==> config.mk <==
export PLATFORM = sky130hd
export DESIGN_NAME = wb_byte_sequencer
export DESIGN_NICKNAME = d
export VERILOG_FILES = /design/src/rtl/wb_byte_sequencer_pkg.sv /design/src/rtl/wb_byte_sequencer_lane_pick.sv /design/src/rtl/wb_byte_sequencer.sv
export SDC_FILE = /design/constraint.sdc
export NUM_CORES = 1
export LEC_CHECK = 0
export CAP_MARGIN = 40
export CORE_ASPECT_RATIO = 1.4
export CORE_MARGIN = 4
export CORE_UTILIZATION = 43
export DETAILED_ROUTE_END_ITERATION = 8
export PLACE_DENSITY = 0.74
export SYNTH_ARGS = -nofsm -noshare
export SYNTH_HDL_FRONTEND = slang
export SYNTH_SLANG_ARGS = --single-unit
export TNS_END_PERCENT = 50
==> constraint.sdc <==
create_clock -name wb_clk_i -period 2.3 [get_ports wb_clk_i]
set_input_delay 0.575 -clock wb_clk_i [delete_from_list [all_inputs] [get_ports wb_clk_i]]
set_output_delay 0.575 -clock wb_clk_i [all_outputs]
set_load 0.03 [all_outputs]
==> src/rtl/wb_byte_sequencer_pkg.sv <==
// Shared types and bus constants for the 32-to-8 bit Wishbone byte sequencer.
package wb_byte_sequencer_pkg;

    localparam logic [2:0] CTI_CLASSIC = 3'b000;
    localparam logic [1:0] BTE_LINEAR  = 2'b00;

    typedef enum logic [1:0] {
        IDLE = 2'd0,
        BUS  = 2'd1,
        RESP = 2'd2
    } state_t;

    typedef enum logic [1:0] {
        RESP_ACK = 2'd0,
        RESP_ERR = 2'd1,
        RESP_RTY = 2'd2
    } resp_t;

endpackage

==> src/rtl/wb_byte_sequencer_lane_pick.sv <==
// Picks the pending byte lane with the lowest byte address from a lane mask.
module wb_byte_lane_pick #(
    parameter string endian = "big"
) (
    input  logic [3:0] mask,
    output logic [1:0] lane,
    output logic [1:0] offset,
    output logic       last
);

    localparam bit LITTLE = (endian == "little");

    logic [1:0] cand;

    // Scan from the highest offset down so the lowest set offset is what remains.
    always_comb begin
        lane   = 2'd0;
        offset = 2'd0;
        cand   = 2'd0;
        for (int o = 3; o >= 0; o--) begin
            cand = LITTLE ? 2'(o) : 2'(3 - o);
            if (mask[cand]) begin
                lane   = cand;
                offset = 2'(o);
            end
        end
    end

    assign last = (mask != 4'd0) && ((mask & (mask - 4'd1)) == 4'd0);

endmodule

==> src/rtl/wb_byte_sequencer.sv <==
// Wishbone 32-bit master to 8-bit slave converter: one slave access per selected byte lane.
module wb_byte_sequencer
    import wb_byte_sequencer_pkg::*;
#(
    parameter int    aw     = 32,
    parameter string endian = "big"
) (
    input  logic          wb_clk_i,
    input  logic          wb_rst_ni,
    input  logic [aw-1:0] wbm_adr_i,
    input  logic [31:0]   wbm_dat_i,
    input  logic [3:0]    wbm_sel_i,
    input  logic          wbm_we_i,
    input  logic          wbm_cyc_i,
    input  logic          wbm_stb_i,
    input  logic [2:0]    wbm_cti_i,
    input  logic [1:0]    wbm_bte_i,
    output logic [31:0]   wbm_dat_o,
    output logic          wbm_ack_o,
    output logic          wbm_err_o,
    output logic          wbm_rty_o,
    output logic [aw-1:0] wbs_adr_o,
    output logic [7:0]    wbs_dat_o,
    output logic          wbs_we_o,
    output logic          wbs_cyc_o,
    output logic          wbs_stb_o,
    output logic [2:0]    wbs_cti_o,
    output logic [1:0]    wbs_bte_o,
    input  logic [7:0]    wbs_dat_i,
    input  logic          wbs_ack_i,
    input  logic          wbs_err_i,
    input  logic          wbs_rty_i
);

    state_t        state_q, state_d;
    resp_t         resp_d;
    logic [aw-1:2] adr_q, adr_d;
    logic [31:0]   dat_q, dat_d;
    logic          we_q, we_d;
    logic [3:0]    mask_q, mask_d;
    logic [31:0]   rbuf_q, rbuf_d;
    logic [1:0]    lane_q;
    logic          last_q;

    logic [1:0]    nxt_lane;
    logic [1:0]    nxt_offset;
    logic          nxt_last;

    logic          unused_inputs;
    assign unused_inputs = ^{wbm_cti_i, wbm_bte_i, wbm_adr_i[1:0]};

    // Lane selection looks at the next mask so slave address/data are registered in time.
    wb_byte_lane_pick #(
        .endian (endian)
    ) u_pick (
        .mask   (mask_d),
        .lane   (nxt_lane),
        .offset (nxt_offset),
        .last   (nxt_last)
    );

    assign wbs_cyc_o = (state_q == BUS) && wbm_cyc_i;
    assign wbs_stb_o = wbs_cyc_o;
    assign wbs_cti_o = CTI_CLASSIC;
    assign wbs_bte_o = BTE_LINEAR;

    always_comb begin
        state_d = state_q;
        resp_d  = RESP_ACK;
        adr_d   = adr_q;
        dat_d   = dat_q;
        we_d    = we_q;
        mask_d  = mask_q;
        rbuf_d  = rbuf_q;
        unique case (state_q)
            IDLE: begin
                if (wbm_cyc_i && wbm_stb_i) begin
                    adr_d   = wbm_adr_i[aw-1:2];
                    dat_d   = wbm_dat_i;
                    we_d    = wbm_we_i;
                    mask_d  = wbm_sel_i;
                    rbuf_d  = 32'd0;
                    state_d = (wbm_sel_i != 4'd0) ? BUS : RESP;
                end
            end
            BUS: begin
                if (!wbm_cyc_i) begin
                    mask_d  = 4'd0;
                    rbuf_d  = 32'd0;
                    state_d = IDLE;
                end else if (wbs_err_i) begin
                    mask_d  = 4'd0;
                    resp_d  = RESP_ERR;
                    state_d = RESP;
                end else if (wbs_rty_i) begin
                    mask_d  = 4'd0;
                    resp_d  = RESP_RTY;
                    state_d = RESP;
                end else if (wbs_ack_i) begin
                    rbuf_d[{lane_q, 3'b000} +: 8] = wbs_dat_i;
                    mask_d[lane_q]                = 1'b0;
                    if (last_q) begin
                        state_d = RESP;
                    end
                end
            end
            RESP: begin
                state_d = IDLE;
            end
            default: begin
                state_d = IDLE;
            end
        endcase
    end

    always_ff @(posedge wb_clk_i or negedge wb_rst_ni) begin
        if (!wb_rst_ni) begin
            state_q   <= IDLE;
            adr_q     <= '0;
            dat_q     <= '0;
            we_q      <= 1'b0;
            mask_q    <= '0;
            rbuf_q    <= '0;
            lane_q    <= '0;
            last_q    <= 1'b0;
            wbs_adr_o <= '0;
            wbs_dat_o <= '0;
            wbs_we_o  <= 1'b0;
            wbm_dat_o <= '0;
            wbm_ack_o <= 1'b0;
            wbm_err_o <= 1'b0;
            wbm_rty_o <= 1'b0;
        end else begin
            state_q   <= state_d;
            adr_q     <= adr_d;
            dat_q     <= dat_d;
            we_q      <= we_d;
            mask_q    <= mask_d;
            rbuf_q    <= rbuf_d;
            lane_q    <= nxt_lane;
            last_q    <= nxt_last;
            wbs_adr_o <= {adr_d, nxt_offset};
            wbs_dat_o <= dat_d[{nxt_lane, 3'b000} +: 8];
            wbs_we_o  <= we_d;
            wbm_ack_o <= (state_d == RESP) && (resp_d == RESP_ACK);
            wbm_err_o <= (state_d == RESP) && (resp_d == RESP_ERR);
            wbm_rty_o <= (state_d == RESP) && (resp_d == RESP_RTY);
            // Read data is only presented with the response; it holds otherwise.
            if (state_d == RESP) begin
                wbm_dat_o <= rbuf_d;
            end
        end
    end

endmodule

; Word level (Yosys, flattened, before mapping)
; Cells that the tools add are included.
[word_totals]
reg_bits = 179
latchBits = 0
ram_bits = 0
mem_bits_ro = 0
input_bits = 89
elab_cells = 79
mem_count = 0
[classes]
addsub = 2
mul = 0
div_mod_pow = 0
order_cmp = 2
n_eq_ne = 4
n_shift = 3
n_mux = 38
bitwise = 3
n_reduce_logical = 13
[ops]
columns = operator, n
row1 = $mux 32, 7
row2 = $pmux 32 s2, 1
row3 = $mux 30, 2
row4 = $mux 2, 17
row5 = $bwmux 32, 1
row6 = $shift 8x7->32 const A, 1
row7 = $shiftx 32x6->8, 1
row8 = $shiftx 8x7->32, 1
row9 = $mux 4, 5
row10 = $and 4x4->4, 2
row11 = $pmux 4 s2, 1
row12 = $reduce_bool 4->1, 2
row13 = $logic_and 1x1->1, 7
row14 = $neg 5->7, 1
row15 = $eq 2x1->1 const B, 2
row16 = $eq 2x2->1 const B, 2
row17 = $logic_not 2->1, 2
row18 = $logic_not 4->1, 1
row19 = $not 4->4, 1
row20 = $pmux 2 s2, 1
row21 = $sub 4x1->4 const B, 1
row22 = $lt 2x3->1 const B, 1
row23 = $demux 1 s2, 1
row24 = $ge 2x1->1 const B, 1
row25 = other kinds (2), 3

; Depth between registers and ports, before layout
[logic_depth]
word_depth = 15
mapped_depth = 10
ltp_nobuf = 8

; Modules after synthesis
; Synthesis repeated with hierarchy kept, for this count alone.
[hier_totals]
hier_cells = 442
hier_area_um2 = 6117.1
[modules_own_cells]
columns = mod, n_inst, cells_per_inst, area_each_um2, seq_area_each_um2
row1 = wb_byte_sequencer, 1, 430, 6042.0, 3728.6
row2 = wb_byte_lane_pick, 1, 12, 75.1, 0.0

; Least setup slack after synthesis
; Ideal clock, no wire load.
[synth_path]
path_type = register to register
startpoint = register lane_q[0]
endpoint = register wbm_dat_o[0]
setup_ns = 0.065
t_arrival_ns = 2.075
required_ns = 2.235
slack_ns = 0.160
path_stages_with_launch = 8
synth_period_minus_slack_ns = 2.140
path_cell_list = dfrtp_1 inv_1 ha_1 or3b_2 nor4_2 nand2_1 o21ai_0 mux2_2
[synth_between]
elab_chain_len = 8
elab_cells_between_ends = 9
[synth_rtl]
columns = item, line
row1 = "start, declared", wb_byte_sequencer.sv:42  ; logic [1:0] lane_q;
row2 = "start signal, assigned", wb_byte_sequencer.sv:140  ; lane_q <= nxt_lane;
row3 = $neg 5->7 (*), wb_byte_sequencer.sv:100  ; rbuf_d[{lane_q, 3'b000} +: 8] = wbs_dat_i;
row4 = $shiftx 8x7->32 or $shift 8x7->32 (tied branches), wb_byte_sequencer.sv:100
row5 = $bwmux 32 (*), wb_byte_sequencer.sv:100
row6 = $mux 32 (*), wb_byte_sequencer.sv:99  ; end else if (wbs_ack_i) begin
row7 = $mux 32 (*), wb_byte_sequencer.sv:95  ; end else if (wbs_rty_i) begin
row8 = $mux 32 (*), wb_byte_sequencer.sv:91  ; end else if (wbs_err_i) begin
row9 = $mux 32 (*), wb_byte_sequencer.sv:87  ; if (!wbm_cyc_i) begin
row10 = $pmux 32 s2 (*), wb_byte_sequencer.sv:75  ; unique case (state_q)
row11 = named net rbuf_d[0], wb_byte_sequencer.sv:41  ; logic [31:0] rbuf_q, rbuf_d;
row12 = "end signal, assigned", wb_byte_sequencer.sv:150  ; wbm_dat_o <= rbuf_d;
row13 = "end, declared", wb_byte_sequencer.sv:18  ; output logic [31:0] wbm_dat_o,
; Mark *: on every way through the listed nets, which the timed path passes. The rest lies on a longest branch.
; A chain may end at the register's enable or synchronous reset.

; Worst setup path after layout
[layout_path]
startpoint = input wbs_err_i
endpoint = register wbm_dat_o[18]
[layout_between]
elab_cells_between_ends = 7
[layout_lines]
columns = item, line
row1 = "start, declared", wb_byte_sequencer.sv:31  ; input logic wbs_err_i,
row2 = $mux 32, wb_byte_sequencer.sv:91
row3 = $mux 32, wb_byte_sequencer.sv:87
row4 = $pmux 32 s2, wb_byte_sequencer.sv:75
row5 = named net rbuf_d[18], wb_byte_sequencer.sv:41
; The timed path passes the listed nets, and every way through them passes these cells.

==> results.md <==
* Outcome: completed
* Number of synthesized flops with an enable pin at 0
* DRT Pass-1 Iters at 4
* Area of the core at between 10000 and 15000 sq um
* Die height at around 150 um
* Tcrit/Tclk final at between 90 and 100%
* Cells after Synth at 471
* DRC errors left at 0
* Gate power share at between 20% and 30%
* Power Total at between 7 and 8 mW
* CP Data Arrival Time at between 2 and 3 ns
* Pin count of the biggest net entering global routing at 59
* Layout Skew at 0.00872 ns
* Die Width at roughly 110 um
* Critical path class: in2reg
* Top_reg_cell synth: dfrtp_1
* Initial antenna violation count at 1
* Pwr/cell area at about 860 nW/um^2
* Synth async-reset ratio at 100%
* Final #Nets at 777
* Area of the multi-input gates at about 2200 sq um
* Flop pwr share at around two fifths
* Commonest non-fill, non-tap cell in the layout: clkdlybuf4s50_1
* Worst Setup Start Kind: input port
* Pins Over Slew Limit at 0
* Largest area contributor in the netlist: dfrtp_1
* CTS Buf Count at 17
* Syn Std Cell Area at about 6000 sq um
* Seq/Total Area, Yosys at 60.3%
* P_int at about 5.3 mW
* Num ports at ~170
* Syn-to-layout area delta at 44.2%
* Cell depth of the worst flop-to-flop path at 7
* Average size of a mapped cell at approximately 13 sq um
* Clk buf depth at 2
* Most frequent cells in the layout: clkdlybuf4s50_1 (154), dfrtp_1 (148), mux2_2 (89), buf_4 (53), nand2_1 (30)
* MaxCap Viol Count at 0
* WL/cell at roughly 17 um
* Flop and latch count out of synthesis at around 150
* Critical Path Sink Type: flip-flop
* Share of layout cells above drive strength 1 at between 20 and 30%
* Reg area at 3730 sq um
* CTS tree: built
* Htree depth at 4
* Root Driver: clkbuf_16
* Worst Setup SP: wbs_err_i
* Buffers added on ports at ~160
* Hold Path Class: in2async
* Reg2Reg Capture Point: wbs_dat_o[7]
* Top post-synthesis cells by area: dfrtp_1 (60%), mux2_2 (16%), a22o_1 (2.4%)
* Wire length of the first global-routing pass at around 25000 um
* Critical path peak fanout at 8
* FMAX at ~450 MHz
* Gr ovfl total at 0
* R2R Setup Slk at between 0.1 and 0.15 ns
* Vias in the first global route at between 4000 and 5000
* Critical Path RT at 2.59 ns
* DRT iter0 DRCs at approximately 160
* Routed vias at ~4500
* Total routed wirelength at roughly 15000 um
* Psw at ~2.3 mW
* Placer congestion estimate at about 0.81
* Post-route ant nets at 0
* Post-DP HPWL at 11300 um
* # rows at 51
* Minimum clock period after layout at 2.21 ns
* Reg-to-Reg Start: state_q[1]
* Clock Pin Slew Worst Setup and Hold Paths at roughly 0.060 ns
* Synth cell types at 46
* Layout fillers at between 1000 and 1500
* Unrepaired setup endpoints after global routing: false
* Post-synth top area share at between 60% and 70%
* Synth warnings at 0
* Clock share of power at 33.4%
* LEAKAGE at between 3 and 4 nW
* Die Area at between 15000 and 20000 sq um
* Count of final hold-check violations at 0
* # setup viols final at 0
* Switching Share at between 30% and 40%
* Initial core utilization at roughly 44%
* Max rail drop VDD at 562 uV
* Worst skew pair latency at 0.41 ns
* Num Clock Sinks at roughly 150
* Via density at 5.07
* Setup TNS at 0 ns
* Total GRT Usage at around 20%
## metrics by stage
stage,utilization [%],setup WS (ns),hold WS (ns),cell area [sq um],cells
after global routing,63.7,0.00892,0.136,8910,878
final,63.7,0.0939,0.112,8910,879
after CTS,63.3,0.000920,0.112,8840,875
after global placement,59.4,-0.392,0.469,8300,843
after detailed placement,59.4,-0.442,0.474,8300,843
after floorplan,-,0.160,0.279,6190,475
## sequential cells by signal, indices dropped and copies added, names as in the netlist, 4 cells and up
name       cells
adr_q         30
dat_q         32
mask_q         4
rbuf_q        32
wbm_dat_o     32
wbs_dat_o      8
## cell type report
cell class | instances | area share, %
antenna | 1 | 0.0281
sequential | 149 | 41.9
inverter | 24 | 1.01
tap | 185 | 2.60
clock buffer | 17 | 4.78
timing repair buffer | 216 | 23.4
clock inverter | 15 | 1.38
multi-input combinational | 272 | 25.0
## what timing repair did
action,in CTS,in global routing
endpoints found under the setup margin,2,40
gates cloned,0,0
hold buffers,0,0
gates resized for setup,1,9
buffers inserted,0,3
pin swaps,0,1
## logic make-up after synthesis
family | Yosys count | synth area share (%)
other | 1 | 0.0607
xor gates and xnor gates | 1 | 0.142
and+or+nand+nor | 88 | 7.90
muxes | 95 | 17.3
adders and majority gates | 8 | 1.62
DFF | 149 | 60.3
AOI/OAI and AO/OA | 75 | 8.12
buffers and inverters | 54 | 4.52
## critical path, stage by stage
cell and delay [ns]:
clkdlybuf4s50_1 0.46, buf_4 0.18, buf_4 0.15, nor4bb_4 0.27, o21ai_0 0.11, a21oi_1 0.16, buf_4 0.18, o21ai_0 0.12
mux2_2 0.29
## power by group through the flow
stage / clock [mW] / sequential, mW / combinational, mW
finish: 2.55 / 3.13 / 1.95
global route: 2.72 / 3.17 / 2.09
CTS: 2.60 / 3.13 / 1.96
detailed placement: 0 / 3.17 / 1.95
global placement: 0 / 3.15 / 1.91
floorplan: 0 / 3.54 / 0.662
## synthesized netlist by cell type (2+ instances only)
library cell / instances
buf_4: 7
mux2_1: 6
nor4bb_1: 4
nor3b_1: 3
a21oi_1: 15
ha_1: 8
or3_1: 8
a31oi_1: 8
nand2_1: 30
and4_1: 2
inv_1: 22
o21ai_0: 23
clkbuf_1: 3
a22o_1: 17
nand4_1: 2
nor2_1: 14
buf_2: 16
dfrtp_1: 149
a21o_1: 4
buf_6: 4
nand3_1: 4
mux2_2: 89
inv_2: 2
nor3_1: 8
a21boi_0: 2
## layer usage
layer / wire [um] / vias up / global-route usage [%]
li1: - / 2069 / -
met1: 5850 / 2237 / 22.7
met2: 8080 / 129 / 34.1
met3: 937 / 24 / 5.35
met4: 416 / 0 / 8.11
met5: 0 / - / 0
## worst max-delay path by stage
stage                          to  slack (ns)  depth (start not counted)
floorplan            wbm_dat_o[0]        0.16                          7
finish              wbm_dat_o[18]        0.09                          9
detailed placement   wbs_dat_o[7]       -0.44                          7
global placement     wbs_dat_o[7]       -0.39                          7
global route         wbm_dat_o[7]       0.009                          8
CTS                     wbs_cyc_o      0.0009                          5
Power figures use the tool's default switching activity.
